$ cat src/rtl/mc_mem_pkg.sv
// Shared types, widths and the address check for the memory responder.
package mc_mem_pkg;

    localparam int unsigned DATA_W = 32;
    localparam int unsigned ADDR_W = 32;
    localparam int unsigned CNT_W  = 4;

    typedef enum logic [1:0] {
        IDLE = 2'd0,
        WAIT = 2'd1,
        RESP = 2'd2
    } state_t;

    typedef struct packed {
        logic              err;
        logic [DATA_W-1:0] rdata;
    } rsp_t;

    // A request is in error when misaligned or its word index falls outside the array.
    function automatic logic addr_err(input logic [ADDR_W-1:0] addr, input int unsigned depth);
        return (addr[1:0] != 2'b00) || ({2'b00, addr[ADDR_W-1:2]} >= depth);
    endfunction

endpackage

$ cat src/rtl/mc_mem_array.sv
// Word storage: synchronous write, combinational read, asynchronous clear.
module mc_mem_array
    import mc_mem_pkg::*;
#(
    parameter int unsigned DEPTH = 64
) (
    input  logic                                        clk,
    input  logic                                        reset,
    input  logic                                        we,
    input  logic [((DEPTH > 1) ? $clog2(DEPTH) : 1)-1:0] addr,
    input  logic [DATA_W-1:0]                           wdata,
    output logic [DATA_W-1:0]                           rdata_c
);

    logic [DATA_W-1:0] mem [DEPTH];

    always_ff @(posedge clk or negedge reset) begin
        if (!reset) begin
            for (int i = 0; i < int'(DEPTH); i++) begin
                mem[i] <= '0;
            end
        end else if (we) begin
            mem[addr] <= wdata;
        end
    end

    assign rdata_c = mem[addr];

endmodule

$ cat src/rtl/mc_mem_responder.sv
// Single-outstanding memory responder: accept, wait LATENCY cycles, hold response until taken.
module mc_mem_responder
    import mc_mem_pkg::*;
#(
    parameter int unsigned DEPTH   = 64,
    parameter int unsigned LATENCY = 2
) (
    input  logic              clk,
    input  logic              reset,
    input  logic              req_valid,
    input  logic              req_write,
    input  logic [ADDR_W-1:0] req_addr,
    input  logic [DATA_W-1:0] req_wdata,
    output logic              req_ready,
    output logic              rsp_valid,
    output logic [DATA_W-1:0] rsp_rdata,
    output logic              rsp_err,
    input  logic              rsp_ready,
    output logic              busy
);

    localparam int unsigned      IDX_W    = (DEPTH > 1) ? $clog2(DEPTH) : 1;
    localparam logic [CNT_W-1:0] CNT_LOAD = CNT_W'((LATENCY > 0) ? (LATENCY - 1) : 0);

    state_t             state;
    state_t             state_next;
    logic [CNT_W-1:0]   cnt;
    logic [CNT_W-1:0]   cnt_next;
    rsp_t               rsp;
    rsp_t               rsp_next;
    logic               req_err;
    logic               mem_we;
    logic [DATA_W-1:0]  mem_rdata_c;

    assign req_err = addr_err(req_addr, DEPTH);

    mc_mem_array #(
        .DEPTH (DEPTH)
    ) u_array (
        .clk     (clk),
        .reset   (reset),
        .we      (mem_we),
        .addr    (req_addr[IDX_W+1:2]),
        .wdata   (req_wdata),
        .rdata_c (mem_rdata_c)
    );

    // Next state, counter and response capture; the array read happens before the same-edge write.
    always_comb begin
        state_next = state;
        cnt_next   = cnt;
        rsp_next   = rsp;
        mem_we     = 1'b0;
        case (state)
            IDLE: begin
                if (req_valid) begin
                    rsp_next.err   = req_err;
                    rsp_next.rdata = (req_err || req_write) ? '0 : mem_rdata_c;
                    mem_we         = req_write && !req_err;
                    if (LATENCY > 0) begin
                        state_next = WAIT;
                        cnt_next   = CNT_LOAD;
                    end else begin
                        state_next = RESP;
                    end
                end
            end
            WAIT: begin
                if (cnt == '0) begin
                    state_next = RESP;
                end else begin
                    cnt_next = cnt - CNT_W'(1);
                end
            end
            RESP: begin
                if (rsp_ready) begin
                    state_next = IDLE;
                end
            end
            default: state_next = IDLE;
        endcase
    end

    // State register; status outputs are decoded from the next state so they stay registered.
    always_ff @(posedge clk or negedge reset) begin
        if (!reset) begin
            state     <= IDLE;
            cnt       <= '0;
            rsp       <= '0;
            req_ready <= 1'b1;
            rsp_valid <= 1'b0;
            busy      <= 1'b0;
        end else begin
            state     <= state_next;
            cnt       <= cnt_next;
            rsp       <= rsp_next;
            req_ready <= (state_next == IDLE);
            rsp_valid <= (state_next == RESP);
            busy      <= (state_next != IDLE);
        end
    end

    assign rsp_rdata = rsp.rdata;
    assign rsp_err   = rsp.err;

endmodule

$ cat config.mk
export PLATFORM = sky130hd
export DESIGN_NAME = mc_mem_responder
export DESIGN_NICKNAME = d
export VERILOG_FILES = /design/src/rtl/mc_mem_pkg.sv /design/src/rtl/mc_mem_array.sv /design/src/rtl/mc_mem_responder.sv
export SDC_FILE = /design/constraint.sdc
export NUM_CORES = 2
export LEC_CHECK = 0
export CORE_UTILIZATION = 25
export CTS_CLUSTER_DIAMETER = 200
export DETAILED_ROUTE_END_ITERATION = 12
export PLACE_DENSITY = 0.51
export SLEW_MARGIN = 10
export SYNTH_ARGS = -nofsm -noshare
export SYNTH_HDL_FRONTEND = slang
export SYNTH_HIERARCHICAL = 1
export SYNTH_SLANG_ARGS = --single-unit
$ cat constraint.sdc
create_clock -name clk -period 3.2 [get_ports clk]
set_clock_uncertainty 0.05 [all_clocks]
set_input_delay 0.96 -clock clk [delete_from_list [all_inputs] [get_ports clk]]
set_output_delay 0.96 -clock clk [all_outputs]
set_load 0.01 [all_outputs]
Yosys cells after proc, flatten, opt, wreduce, memory -nomap -nowiden. Cells that the tools add are included.

Register bits after elaboration: 2090. Input bits: 69. Output and inout bits: 36. Word-level logic and storage cells: 110.

$add $sub $neg: 1. $lt $le $gt $ge: 3. Equal/unequal tests: 5. Multiplexer cells: 16. Bitwise logic cells: 1. Reductions and logical operators: 13.

Operator list (number): 2048-bit bitwise mux (1); 32-bit binary-select mux with 6-bit select (1); 32-bit demux with 6-bit select (1); 32-bit two-way mux (4); 30-bit by 7-bit >= comparator with 1-bit output (second input constant) (1); 4-bit two-way mux (2); 4-bit one-hot mux with 2 select lines (1); 7-bit >= comparator (second input constant) (1); 7-bit by 1-bit less-than comparator with 1-bit output (second input constant) (1); 6-bit inverter with 7-bit output (1); 2-bit two-way mux (3); 2-bit one-hot mux with 3 select lines (1); 2-bit nonzero test (3); 2-bit == test (second input constant) (2); 2-bit zero test (2); 4-bit zero test (1); 2-bit != test (second input constant) (2); 4-bit by 1-bit subtractor with 4-bit output (second input constant) (1); 3-bit AND reduction (1); 2-bit by 1-bit == test with 1-bit output (second input constant) (1); 1-bit logical AND (2); 1-bit logical OR (2); 1-bit two-way mux (2); 2-bit AND reduction (1); 1-bit zero test (1).

Longest topological paths before layout.
Word-level depth: 6. Gate-level depth with buffers: 13. Gate-level depth less buffers: 8.

By module. Netlist, hierarchy kept.

By module, submodules not included: mc_mem_array (instances 1, cells an instance 6808, area each 92236.0 um2, sequential area each 51249.2 um2); mc_mem_responder (instances 1, cells an instance 197, area each 2149.6 um2, sequential area each 1052.3 um2).

Least setup slack after synthesis. Ideal clock, no wire load.

Path type: input to register. From: in req_valid. To: reg u_array/mem[1921] (netlist bit). Setup time: 125 ps. Data arrival time: 3442 ps. Required time: 3025 ps. Slack: -417 ps. Stages on the path: 8. Path buffers: 2. Cell sequence: or3b_1 > buf_6 > nand4b_4 > nor4_1 > nand3_1 > nor2_1 > buf_2 > mux2_2.

Cells in the longest elaborated chain, start to end: 2.

RTL lines: from (decl) (RTL line mc_mem_responder.sv:10) `input logic req_valid,`; 1-bit two-way mux (RTL line mc_mem_responder.sv:56) `if (req_valid) begin`; 1-bit two-way mux (RTL line mc_mem_responder.sv:54) `case (state)`; net mem_we (RTL line mc_mem_responder.sv:32) `logic mem_we;`; to (signal, indexed assignment) (RTL line mc_mem_array.sv:23) `mem[addr] <= wdata;`; to (decl) (RTL line mc_mem_array.sv:15) `logic [DATA_W-1:0] mem [DEPTH];`.

The timed path passes the listed nets, and every way through them passes these cells. A chain may end at the register's enable or synchronous reset.

Worst setup path after layout.
From: in req_addr[4]. To: reg rsp (netlist bit rsp_rdata[0]).

Cells in the longest elaborated chain, start to end: 5. Elaborated cells between the ends (all ways): 8. Those cells by class: 1 x order compare; 4 x mux; 1 x bitwise; 2 x reduce/logical.

RTL lines: from (decl) (RTL line mc_mem_responder.sv:12) `input logic [ADDR_W-1:0] req_addr,`; 6-bit inverter with 7-bit output (implied by the code) (RTL line mc_mem_array.sv:27) `assign rdata_c = mem[addr];`; 32-bit binary-select mux with 6-bit select (RTL line mc_mem_array.sv:27); 32-bit two-way mux (implied by the code) (2 in a row) (RTL line mc_mem_array.sv:27); net mem_rdata_c[0] (RTL line mc_mem_responder.sv:33) `logic [DATA_W-1:0] mem_rdata_c;`; 32-bit two-way mux (RTL line mc_mem_responder.sv:58) `rsp_next.rdata = (req_err || req_write) ? '0 : mem_rdata_c;`; to (signal assigned) (RTL line mc_mem_responder.sv:96) `rsp <= rsp_next;`; to (decl) (RTL line mc_mem_responder.sv:29) `rsp_t rsp;`.

The timed path passes the listed nets, and every way through them passes these cells. The select of a mux whose other input is x is not followed.

==> run_results.csv <==
group,metric,value,unit
timing,max_freq,309,MHz
synth,ys_warn_count,6,
timing,slew_headroom,17.3,%
die,ios,105,
layout,nNetsFinal,7522,
layout,drive_gt1_share,46.8,%
synth,ys_ff_latch,2090,
power_and_ir_drop,internal_power,42800,uW
power_and_ir_drop,power,56800,uW
placement,gp_congestion,0.859,
synth,ys.flop_type,"dfrtp_1",
power_and_ir_drop,swShare,24.8,%
route,vias,65300,
critical_path,worst-setup-path-type,"in2reg",
critical_path,cpMaxStageDelayCell,"o21ai_0",
power_and_ir_drop,seqPwrFrac,46.7,%
power_and_ir_drop,powerDensity,491,nW/um^2
outcome,status,"complete, but fails checks",
cts,cts_inserted_buffers,228,
route,ant_nets,0,
synth,syn_inst,7005,
cts,clkSinkCount,2090,
cts,cts-root-buf,"clkbuf_16",
critical_path,worst_setup_path_start_kind,"primary input",
timing,rsz0062_at_grt,"no",
synth,syn_nets,7076,
outcome,violations,"setup timing",
placement,dpl.cell_count,12200,
timing,timing.hold.ws,0.423,ns
placement,portBuffers,104,
min_path,hold_class,"reg2reg",
route,drt_iter0_drc,5624,
power_and_ir_drop,share_comb_of_total_power,7.4,%
timing,post-route-min-period,3.23,ns
critical_path,crit_path_end_kind,"flop",
layout,syn_to_final_growth,22.7,%
die,rows,225,
cts,clk_pin_slew,0.06,ns
timing,drv_slew,0,
layout,instances_no_fill,12600,
cts,cts_buffer_depth,4,
timing,hold_viol_final,0,
critical_path,crit_top_cell,"buf_12",
layout,final_cell_area,116000,um^2
synth,async_flop_share,100,%
synth,synth_cell_type_count,69,
layout,mostFrequentLayoutCells,"dfrtp_1 (2,076), mux2_2 (2,067), buf_4 (630), a22oi_1 (428), a221oi_1 (272)",
critical_path,critical_path_arrival,3.93,ns
critical_path,cp_cell_sequence,"buf_8 -> buf_12 -> buf_12 -> buf_4 -> mux2_2 -> a221oi_1 -> a21oi_1 -> o21ai_0 -> o2111ai_1 -> or3_1 -> nand4_1 -> o31ai_2",
layout,mostFrequentLayoutCell,"dfrtp_1",
synth,yosysSeqAreaShare,55.4,%
die,start_util,25.1,%
die,dieWidth,616,um
die,die-area,380000,um^2
global_route,grt_usage,17.9,%
run,maxCapViolations,0,
global_route,grt_max_degree,107,
critical_path,cp_slowest_stage_delay,0.51,ns
die,fp.dieH,616,um
power_and_ir_drop,p_leak,0.0542,uW
timing,min_period_over_period,101,%
cts,clock_latency,0.90,ns
timing,finalSetupViolCount,1,
synth,synth.avg_cell_area,13.5,um^2
synth,synth-edff-count,0,
route,wl,346000,um
global_route,grt.overflow.total,0,
power_and_ir_drop,ir_worst_vdd,0.484,mV
global_route,antenna_found_initial,39,
global_route,grt_pass1_wl,504000,um
critical_path,crit_family,"compound AO/OA/AOI/OAI gates",
cts,cts-htree-levels,4,
route,vias_per_cell,5.17,
critical_path,cp_num_buf_inv,4,
power_and_ir_drop,clkPwrFrac,46.0,%
timing,worst_slew_pin_slew,1.24,ns
critical_path,cp.required,3.90,ns
placement,dp_hpwl,235000,um
route,wl_per_cell,27.4,um
cts,tritoncts,"done",
placement,place_area,108000,um^2
route,drcViolationCount,0,
critical_path,crit_fanout,17,
synth,netlist_area,94400,um^2
die,coreArea,376000,um^2
global_route,first_global_vias,68000,
power_and_ir_drop,p_switching,14100,uW
route,dr.pass1.iters,8,
timing,setup_slack,-0.0316,ns
==> power groups by stage <==
stage / clock [uW] / sequential (uW) / combinational, uW
after detailed placement: 0 / 27000 / 4170
final: 26100 / 26500 / 4190
after global placement: 0 / 27000 / 4120
after CTS: 26700 / 26500 / 4190
after global routing: 27800 / 26500 / 4430
after floorplan: 0 / 27000 / 1470
==> final timing paths <==
check	start	to	slack, ns	depth (start not counted)
setup / recovery	req_addr[4]	rsp_rdata[0]$_DFFE_PN0P_	-0.03	12
hold / removal	cnt[3]$_DFFE_PN0P_	cnt[3]$_DFFE_PN0P_	0.42	1
setup reg to reg	state[0]$_DFF_PN0_	u_array/mem[1947]$_DFFE_PN0P_	0.20	10
hold reg to reg	cnt[3]$_DFFE_PN0P_	cnt[3]$_DFFE_PN0P_	0.42	1
max in group asynchronous	reset	u_array/mem[904]$_DFFE_PN0P_	1.29	4
min in group asynchronous	reset	u_array/mem[176]$_DFFE_PN0P_	0.63	2
==> cells by family (layout without fill, tap and decap cells) <==
| logic type | count (synthesis) | count (layout) | synth area share [%] |
|---|---|---|---|
| multiplexers | 2259 | 2259 | 27.6 |
| flip-flops | 2090 | 2090 | 55.4 |
| AO/OA/AOI/OAI | 1441 | 1441 | 11.0 |
| buffers and inverters | 782 | 1400 | 3.72 |
| AND/OR/NAND/NOR | 431 | 431 | 2.28 |
| adder cells (fa/ha/maj) | 2 | 2 | 0.0265 |
| other | 0 | 12 | 0 |
==> per-layer routing <==
| layer | track usage [%] | up-vias | routed length, um |
|---|---|---|---|
| li1 | - | 27200 | - |
| met1 | 25.2 | 35300 | 157000 |
| met2 | 28.3 | 2198 | 158000 |
| met3 | 2.77 | 535 | 21400 |
| met4 | 5.12 | 24 | 10100 |
| met5 | 0 | - | 167 |
==> through the flow <==
stage	TNS, ns	utilization [%]	worst slack, ns
after floorplan	-37.02	-	-0.0684
after global placement	-1430.29	28.8	-1.09
after detailed placement	-1420.23	28.8	-1.10
after CTS	0	30.8	0.00387
after global routing	0	30.8	0.00114
final	-0.0316	30.8	-0.0316
==> layout make-up <==
type	count	area, um^2
fillers	37300	260000
well taps	4994	6250
diodes	12	30.0
clock inverters	65	612
multi-input cells	4133	39100
repair buffers	993	10800
clock buffers	337	6720
inverters	5	18.8
flip-flops and latches	2090	52300
==> registers in the layout, indices dropped and copies added, names as in the netlist <==
register,cells
req_ready,1
busy,1
cnt,4
rsp_err,1
state,2
rsp_valid,1
rsp_rdata,32
u_array/mem,2048
==> repair_timing <==
action | in CTS | in global routing
hold endpoints to repair | 8 | 0
buffers inserted | 3 | 0
endpoints found under the setup margin | 15 | 485
gates resized for setup | 16 | 16
pin swaps | 1 | 1
hold buffers | 1 | 0
==> cells in the mapped netlist (all sizes together) (7+ instances only) <==
library cell | n | area share, %
dfrtp | 2089 | 55
a221oi | 273 | 2.5
o221ai | 17 | 0.16
o21ai | 150 | 0.80
a221o | 14 | 0.15
o2bb2ai | 12 | 0.11
a211oi | 27 | 0.21
mux2i | 113 | 1.2
a31oi | 8 | 0.053
nand2b | 23 | 0.15
buf | 460 | 2.4
nand4 | 43 | 0.29
a22o | 52 | 0.48
clkbuf | 317 | 1.3
o2111ai | 8 | 0.074
o22ai | 87 | 0.58
nor3 | 13 | 0.074
a21oi | 266 | 1.4
or4 | 13 | 0.10
nor2 | 86 | 0.35
o211ai | 21 | 0.17
nor2b | 10 | 0.066
and3 | 7 | 0.046
o31ai | 33 | 0.42
nand2 | 149 | 0.59
mux2 | 2083 | 25
or3 | 9 | 0.060
a22oi | 428 | 3.4
nand3 | 28 | 0.15
mux4 | 63 | 1.5
nor4 | 25 | 0.18
No activity file was read; power rests on OpenSTA's default activity.
